--- src/rtl/serial_addsub.sv ---
// Bit-serial add/subtract unit: one bit per clock, LSB first, with registered
// result and carry/overflow/zero/negative flags plus a one-cycle done pulse.
module serial_addsub #(
  parameter int SIZE = 8
) (
  input  logic            clk,
  input  logic            rst,
  input  logic            start,
  input  logic            sub,
  input  logic [SIZE-1:0] a,
  input  logic [SIZE-1:0] b,
  output logic            busy,
  output logic            done,
  output logic [SIZE-1:0] result,
  output logic            carry,
  output logic            overflow,
  output logic            zero,
  output logic            negative
);

  localparam int CW = $clog2(SIZE) + 1;

  typedef enum logic {IDLE, BUSY} state_t;

  state_t          r_state;
  logic [SIZE-1:0] r_a;
  logic [SIZE-1:0] r_b;
  logic [SIZE-1:0] r_sr;
  logic            r_c;
  logic [CW-1:0]   r_cnt;

  logic            w_sum;
  logic            w_cout;
  logic            w_last;
  logic [SIZE-1:0] w_sr_next;

  always_comb begin
    w_sum     = r_a[0] ^ r_b[0] ^ r_c;
    w_cout    = (r_a[0] & r_b[0]) | (r_a[0] & r_c) | (r_b[0] & r_c);
    w_last    = (r_cnt == CW'(SIZE - 1));
    w_sr_next = {w_sum, r_sr[SIZE-1:1]};
  end

  always_ff @(posedge clk) begin
    if (rst) begin
      r_state  <= IDLE;
      r_a      <= '0;
      r_b      <= '0;
      r_sr     <= '0;
      r_c      <= 1'b0;
      r_cnt    <= '0;
      busy     <= 1'b0;
      done     <= 1'b0;
      result   <= '0;
      carry    <= 1'b0;
      overflow <= 1'b0;
      zero     <= 1'b0;
      negative <= 1'b0;
    end else begin
      done <= 1'b0;
      case (r_state)
        IDLE: begin
          if (start) begin
            // Subtraction as a + ~b + 1: invert b here, the +1 enters as carry-in.
            r_a     <= a;
            r_b     <= sub ? ~b : b;
            r_c     <= sub;
            r_sr    <= '0;
            r_cnt   <= '0;
            busy    <= 1'b1;
            r_state <= BUSY;
          end
        end
        BUSY: begin
          r_sr  <= w_sr_next;
          r_a   <= r_a >> 1;
          r_b   <= r_b >> 1;
          r_c   <= w_cout;
          r_cnt <= r_cnt + 1'b1;
          if (w_last) begin
            // r_c still holds the carry into the MSB on this cycle.
            result   <= w_sr_next;
            carry    <= w_cout;
            overflow <= r_c ^ w_cout;
            zero     <= (w_sr_next == '0);
            negative <= w_sum;
            done     <= 1'b1;
            busy     <= 1'b0;
            r_state  <= IDLE;
          end
        end
        default: r_state <= IDLE;
      endcase
    end
  end

endmodule
--- config.mk ---
export PLATFORM = sky130hd
export DESIGN_NAME = serial_addsub
export DESIGN_NICKNAME = d
export VERILOG_FILES = /design/src/rtl/serial_addsub.sv
export SDC_FILE = /design/constraint.sdc
export NUM_CORES = 1
export LEC_CHECK = 0
export BUFFER_PORTS_ARGS = -buffer_cell sky130_fd_sc_hd__buf_4
export CAP_MARGIN = 40
export CORE_MARGIN = 5
export CORE_UTILIZATION = 40
export CTS_CLUSTER_SIZE = 14
export DETAILED_ROUTE_END_ITERATION = 10
export SYNTH_ARGS = -nofsm -noshare
export SYNTH_HDL_FRONTEND = slang
export SYNTH_SLANG_ARGS = --single-unit
--- constraint.sdc ---
create_clock -name clk -period 1.8 [get_ports clk]
set_clock_uncertainty 0.15 [all_clocks]
set_input_delay 0.27 -clock clk [delete_from_list [all_inputs] [get_ports clk]]
set_output_delay 0.27 -clock clk [all_outputs]
set_load 0.005 [all_outputs]
==> flow_summary_export.csv, run 1 <==
group,metric,value,unit
status,status,"complete, no violations",
cts,clock_latency,290,ps
finish,final_cells,274,
sta,rsz0062_at_grt,"false",
drt,firstDrtPassIters,4,
drt,drt-wirelength-per-cell,12.7,um
place,dp.cells,266,
worst_setup_path,worstSetupStartpointType,"flop",
drt,antenna_left,0,
synthesis,ys_ff_latch,42,
finish,drive_above_1_share,0.353,
power,p_per_area,828,nW/um^2
worst_setup_path,cp.arrival,1510,ps
global_route,antenna_found_initial,0,
synthesis,yosys.cell_types.count,35,
finish,fillers,452,
global_route,grt_usage,0.121,
sta,fin_crit_sh,0.817,
finish,final_nets,228,
global_route,grt_pass1_vias,1289,
synthesis,syn_avg_cell_area,10.7,um^2
cts,clock_sinks,42,
drt,wl,3490,um
finish,final_util,0.473,
cts,cts_root_buf,"clkbuf_8",
synthesis,synth_flop_cell,"dfxtp_1",
sta,hold_ws,118,ps
place,port-buffer-count,33,
sta,fmax,680,MHz
power,power.total,1.85,mW
drt,vias,1337,
finish,num_antenna_cells,0,
die,pin_count,34,
cts,clk_path_buf_depth,2,
power,p_leak,0.899,nW
sta,setup_viol,0,
power,vdd_drop_max,0.000472,V
drt,vias_per_cell,4.88,
synthesis,syn-num-nets,202,
hold_path,hold_path_class,"in2reg",
synthesis,async_flop_share,0,
die,fp.coreArea,4720,um^2
die,initial_core_util,0.409,
worst_setup_path,path_class,"reg2reg",
die,die_w,79.5,um
cts,cts_setup_buffers,0,
sta,finalSetupTns,0,ps
place,place.gp.congestion,0.737,
cts,cts_buffers,5,
die,rows,25,
sta,drv_slew,0,
cts,path_clk_slew,80,ps
sta,worst_slew_pin_slew,477,ps
global_route,grt_overflow,0,
finish,area_delta_synth_final,15.7,%
global_route,grt_start_max_net_pins,48,
worst_setup_path,crit_required,1840,ps
cts,tritoncts,"yes",
synthesis,yosys_warnings,0,
cts,h-tree-depth,2,
worst_setup_path,end_kind,"flop",
die,fp.dieH,79.5,um
drt,drt_iter0_drc,87,
cts,postCtsHoldBufs,0,
place,dp_hpwl,2400,um
flow_run,cap_viol_max_count,0,
die,fp.dieArea,6320,um^2
synthesis,synth-edff-count,0,
synthesis,syn_area,1930,um^2
sta,post-route-min-period,1470,ps
sta,slew_headroom,0.682,
cts,ctsResizeCount,0,
synthesis,netlist_instances,180,
global_route,grt_pass1_wl,6030,um
worst_setup_path,cp_max_fo,3,
sta,finalHoldViolCount,0,
synthesis,ys_seq_area_frac,0.435,
drt,drc_errors,0,
metrics by stage:
stage	setup slack (ps)	instance area, um^2
global route	263	2240
finish	329	2240
floorplan	392	1930
global placement	296	2140
CTS	318	2240
detailed placement	241	2140
cells in the final DEF, fill, tap and decap left out:
| master | Yosys | layout |
|---|---|---|
| a2111oi_4 | 1 | 1 |
| a211o_1 | 7 | 7 |
| a211oi_1 | 1 | 1 |
| a21oi_1 | 14 | 14 |
| a21oi_2 | 3 | 3 |
| a22o_1 | 10 | 10 |
| a31oi_1 | 1 | 1 |
| a32o_1 | 1 | 1 |
| buf_12 | 2 | 1 |
| buf_4 | 4 | 34 |
| clkbuf_8 | 1 | 6 |
| clkinv_2 | 0 | 1 |
| clkinvlp_4 | 0 | 1 |
| dfxtp_1 | 42 | 41 |
| dfxtp_2 | 0 | 1 |
| fa_1 | 1 | 1 |
| ha_1 | 1 | 1 |
| inv_1 | 1 | 1 |
| mux2_2 | 6 | 6 |
| mux2_4 | 2 | 2 |
| mux2i_1 | 10 | 10 |
| nand2_1 | 8 | 8 |
| nand3_1 | 2 | 2 |
| nand4b_1 | 1 | 1 |
| nor2_1 | 19 | 19 |
| nor2_2 | 8 | 8 |
| nor2b_1 | 2 | 2 |
| nor2b_4 | 1 | 1 |
| nor3_1 | 1 | 1 |
| nor3b_2 | 8 | 8 |
| nor4_1 | 2 | 2 |
| o21a_1 | 1 | 1 |
| or3b_1 | 1 | 1 |
| xnor2_1 | 8 | 8 |
| xor2_1 | 1 | 1 |
Yosys cell counts, types with 2 or more instances:
cell | count | area, um^2
nand3_1 | 2 | 10.0
xnor2_1 | 8 | 70.1
mux2_4 | 2 | 30.0
mux2i_1 | 10 | 100
nor4_1 | 2 | 12.5
a22o_1 | 10 | 87.6
nor2b_1 | 2 | 12.5
nor2_2 | 8 | 50.1
mux2_2 | 6 | 67.6
buf_6 | 4 | 45.0
nor3b_2 | 8 | 100
a211o_1 | 7 | 61.3
dfxtp_1 | 42 | 841
a21oi_2 | 3 | 26.3
nor2_1 | 19 | 71.3
buf_12 | 2 | 40.0
nand2_1 | 8 | 30.0
buf_2 | 4 | 20.0
buf_4 | 4 | 30.0
a21oi_1 | 14 | 70.1
cell families after synthesis:
group                      count (synthesis)  share of synthesized area
xor gates and xnor gates                   9                     0.0408
and+or+nand+nor                           53                      0.167
DFF                                       42                      0.435
muxes                                     18                      0.102
adders and majority gates                  2                     0.0168
buffers and inverters                     17                     0.0809
AOI/OAI and AO/OA                         39                      0.157
path summary, 6_finish.rpt:
check	cells past startpoint	to	slack [ps]	startpoint
max	3	zero	330	r_a[0]
min	3	r_a[7]	120	a[7]
max reg2reg	3	zero	330	r_a[0]
min reg2reg	2	r_b[2]	310	r_b[3]
critical path, stage by stage, from the launching register on:
cell,delay (ps)
dfxtp_1,330
fa_1,590
nor4_1,60
a32o_1,240
power breakdown:
| part | switching [mW] | total (mW) | internal, mW |
|---|---|---|---|
| logic | 0.115 | 0.233 | 0.118 |
| clock network | 0.323 | 0.632 | 0.308 |
| registers | 0.0231 | 0.987 | 0.964 |
| total | 0.461 | 1.85 | 1.39 |
sequential cells by signal, indices dropped and copies added, names as in the netlist:
name,count
busy,1
r_cnt,4
r_a,8
r_b,8
r_sr,7
r_state,1
overflow,1
carry,1
zero,1
r_c,1
result,8
done,1
area by class of cell:
class	count	area, um^2	area share
flip-flops and latches	42	842	0.377
clock inverters	2	12.5	0.00560
well taps	67	83.8	0.0375
repair buffers	35	275	0.123
inverters	1	3.75	0.00168
multi-input cells	121	936	0.419
clock buffers	6	82.6	0.0369
routing by layer:
metal / share of wire / track usage
met1: 0.47 / 0.149
met2: 0.45 / 0.186
met3: 0.057 / 0.0406
met4: 0.016 / 0.0619
met5: 0 / 0
(Power assumes the default switching activity.)
==> run 2: changes to the inputs <==
Settings changed: ABC_AREA set to 1.
Clock period 1.8 ns to 1.2 ns, I/O delays scaled along.
==> run 2 against run 1 <==
  * The flow now finishes with violations (negative setup slack)
  * Sequential share of layout area down 5.2 points
  * Clock power up 46%
  * Wire length increased by 22%
  * Die area fell by 2.5%
  * Critical path depth increased by 3
  * Synthesized cell count is 50% higher
  * Sequential cell count unchanged
  * Total power up 52%
  * Final cell count grew 38%
==> flow_summary_export.csv, run 2 <==
group,metric,value,unit
status,status,"complete, but fails checks",
status,failed_checks,"negative setup slack",
synthesis,ys_seq_area_frac,0.448,
finish,num_antenna_cells,0,
synthesis,syn_area,1880,um^2
die,pin_count,34,
flow_run,cap_viol_max_count,0,
synthesis,synth_top_area_cell,"dfxtp_1",
hold_path,whs_path_depth,4,
synthesis,syn-num-nets,292,
die,fp.dieH,78.5,um
synthesis,netlist_top_cells_count,"nand2_1, dfxtp_1, nand3_1, a21oi_1, inv_1",
cts,clk_path_buf_depth,2,
finish,area_delta_synth_final,39.7,%
sta,setup_viol,21,
global_route,grt_pass1_wl,6970,um
sta,slew_headroom,0.842,
die,fp.coreArea,4630,um^2
sta,post-route-min-period,1370,ps
finish,final_common_cell,"nand2_1",
drt,drt-wirelength-per-cell,11.3,um
synthesis,syn_avg_cell_area,6.96,um^2
place,place.gp.congestion,0.747,
worst_setup_path,critPathMaxStageDelay,580,ps
synthesis,synth_area_leaders,"dfxtp_1, nand2_1, nand3_1, a21oi_1, inv_1",
global_route,grt_start_max_net_pins,20,
global_route,grt_overflow,0,
drt,antenna_left,0,
sta,fin_ws,-173,ps
synthesis,yosys_warnings,0,
sta,finalHoldViolCount,0,
cts,path_clk_slew,80,ps
sta,worst_slew_pin_slew,237,ps
finish,final_nets,344,
hold_path,hold_path_class,"in2reg",
sta,drv_slew,0,
worst_setup_path,slowest_stage,"fa_2",
worst_setup_path,worstSetupStartpointType,"flop",
finish,fillers,471,
drt,firstDrtPassIters,4,
cts,clock_latency,300,ps
cts,tritoncts,"yes",
cts,clock_sinks,42,
sta,fmax,728,MHz
cts,h-tree-depth,2,
finish,reg.largest.list,"r_a x8, r_b x8, result x8",
synthesis,async_flop_share,0,
place,port-buffer-count,33,
place,dp.cells,363,
drt,vias,1755,
power,p_per_area,1070,nW/um^2
cts,cts_buffers,5,
drt,wl,4260,um
synthesis,netlist_instances,270,
drt,vias_per_cell,4.66,
worst_setup_path,worstRegToRegCells,6,
sta,rsz0062_at_grt,"true",
die,rows,25,
place,dp_hpwl,2730,um
synthesis,synth_top_area_share,0.448,
die,initial_core_util,0.406,
worst_setup_path,crit_path_frequent_cell,"nand2_1",
power,vdd_drop_max,0.000551,V
finish,layout_common_cells,"nand2_1, buf_4, dfxtp_1, inv_1, nand3_1",
finish,drive_above_1_share,0.331,
global_route,grt_usage,0.140,
synthesis,yosys.cell_types.count,19,
power,p_leak,1.36,nW
sta,fin_crit_sh,1.14,
global_route,antenna_found_initial,0,
worst_setup_path,end_kind,"flop",
worst_setup_path,cp.arrival,1430,ps
worst_setup_path,reg2reg_slack,-170,ps
worst_setup_path,crit_required,1250,ps
finish,final_util,0.567,
drt,drt_iter0_drc,57,
synthesis,synth_flop_cell,"dfxtp_1",
die,fp.dieArea,6170,um^2
synthesis,yosysMostFrequentCell,"nand2_1",
global_route,grt_pass1_vias,1608,
die,die_w,78.5,um
worst_setup_path,path_class,"reg2reg",
cts,cts_root_buf,"clkbuf_8",
drt,drc_errors,0,
worst_setup_path,path_cells,"fa_2, nor2_1, nand2_1, nor2_1, nand2_1, nand2_1",
synthesis,synth-edff-count,0,
worst_setup_path,cp_max_fo,3,
synthesis,ys_ff_latch,42,
finish,final_cells,377,
## run 2: critical path: cells and delay by family, from the launching register on
kind / cells / cell delay, ps
and+or+nand+nor: 5 / 200
DFF: 1 / 340
adders and majority gates: 1 / 580
## run 2: cells by family after synthesis
family,count (synthesis),share of synthesized area
AO/OA/AOI/OAI,27,0.0720
AND/OR/NAND/NOR,156,0.354
adder cells (fa/ha/maj),2,0.0173
flip-flops,42,0.448
XOR/XNOR,1,0.00466
buffers and inverters,42,0.105
## run 2: worst paths after layout
path                            startpoint        end
worst max-delay path                r_b[0]       zero
worst min-delay path                   rst  result[1]
worst max register to register      r_b[0]       zero
worst min register to register      r_a[7]     r_a[7]
## run 2: per-layer routing
| layer | vias up | wire length (um) | GRT usage |
|---|---|---|---|
| met4 | 0 | 78 | 0.0682 |
| met3 | 6 | 173 | 0.0275 |
| li1 | 940 | - | - |
| met5 | - | 0 | 0 |
| met2 | 33 | 2040 | 0.241 |
| met1 | 776 | 1970 | 0.165 |
## run 2: repair_timing
action	CTS	global route
gates cloned	1	2
hold endpoints to repair	2	0
hold buffers	2	0
pin swaps	5	9
setup endpoints to repair	30	32
buffers inserted	1	0
gates resized for setup	6	39
## run 2: final cells by class
| type | count | area, um^2 | area share |
|---|---|---|---|
| clock inverter | 3 | 21.3 | 0.00811 |
| timing repair buffer | 58 | 523 | 0.199 |
| sequential | 42 | 851 | 0.324 |
| clock buffer | 5 | 68.8 | 0.0262 |
| inverter | 28 | 105 | 0.0401 |
| multi-input combinational | 187 | 987 | 0.376 |
| tap | 54 | 67.6 | 0.0258 |
## run 2: stage by stage
stage / hold WS, ps / power [mW] / worst slack, ps / setup TNS (ps) / cell area, um^2
global placement: 280 / 1.84 / -173 / -707 / 2290
CTS: 14.1 / 2.81 / -181 / -1280 / 2430
detailed placement: 275 / 1.85 / -170 / -1100 / 2290
floorplan: 174 / 1.70 / -133 / -280 / 1900
finish: 29.0 / 2.82 / -173 / -1220 / 2620
global route: 28.7 / 2.98 / -241 / -3330 / 2620
## run 2: power by group
part / leakage, nW / switching (mW) / total [mW] / internal (mW)
logic: 0.972 / 0.214 / 0.425 / 0.212
registers: 0.344 / 0.0339 / 1.47 / 1.44
clock network: 0.0441 / 0.513 / 0.921 / 0.409
total: 1.36 / 0.760 / 2.82 / 2.06
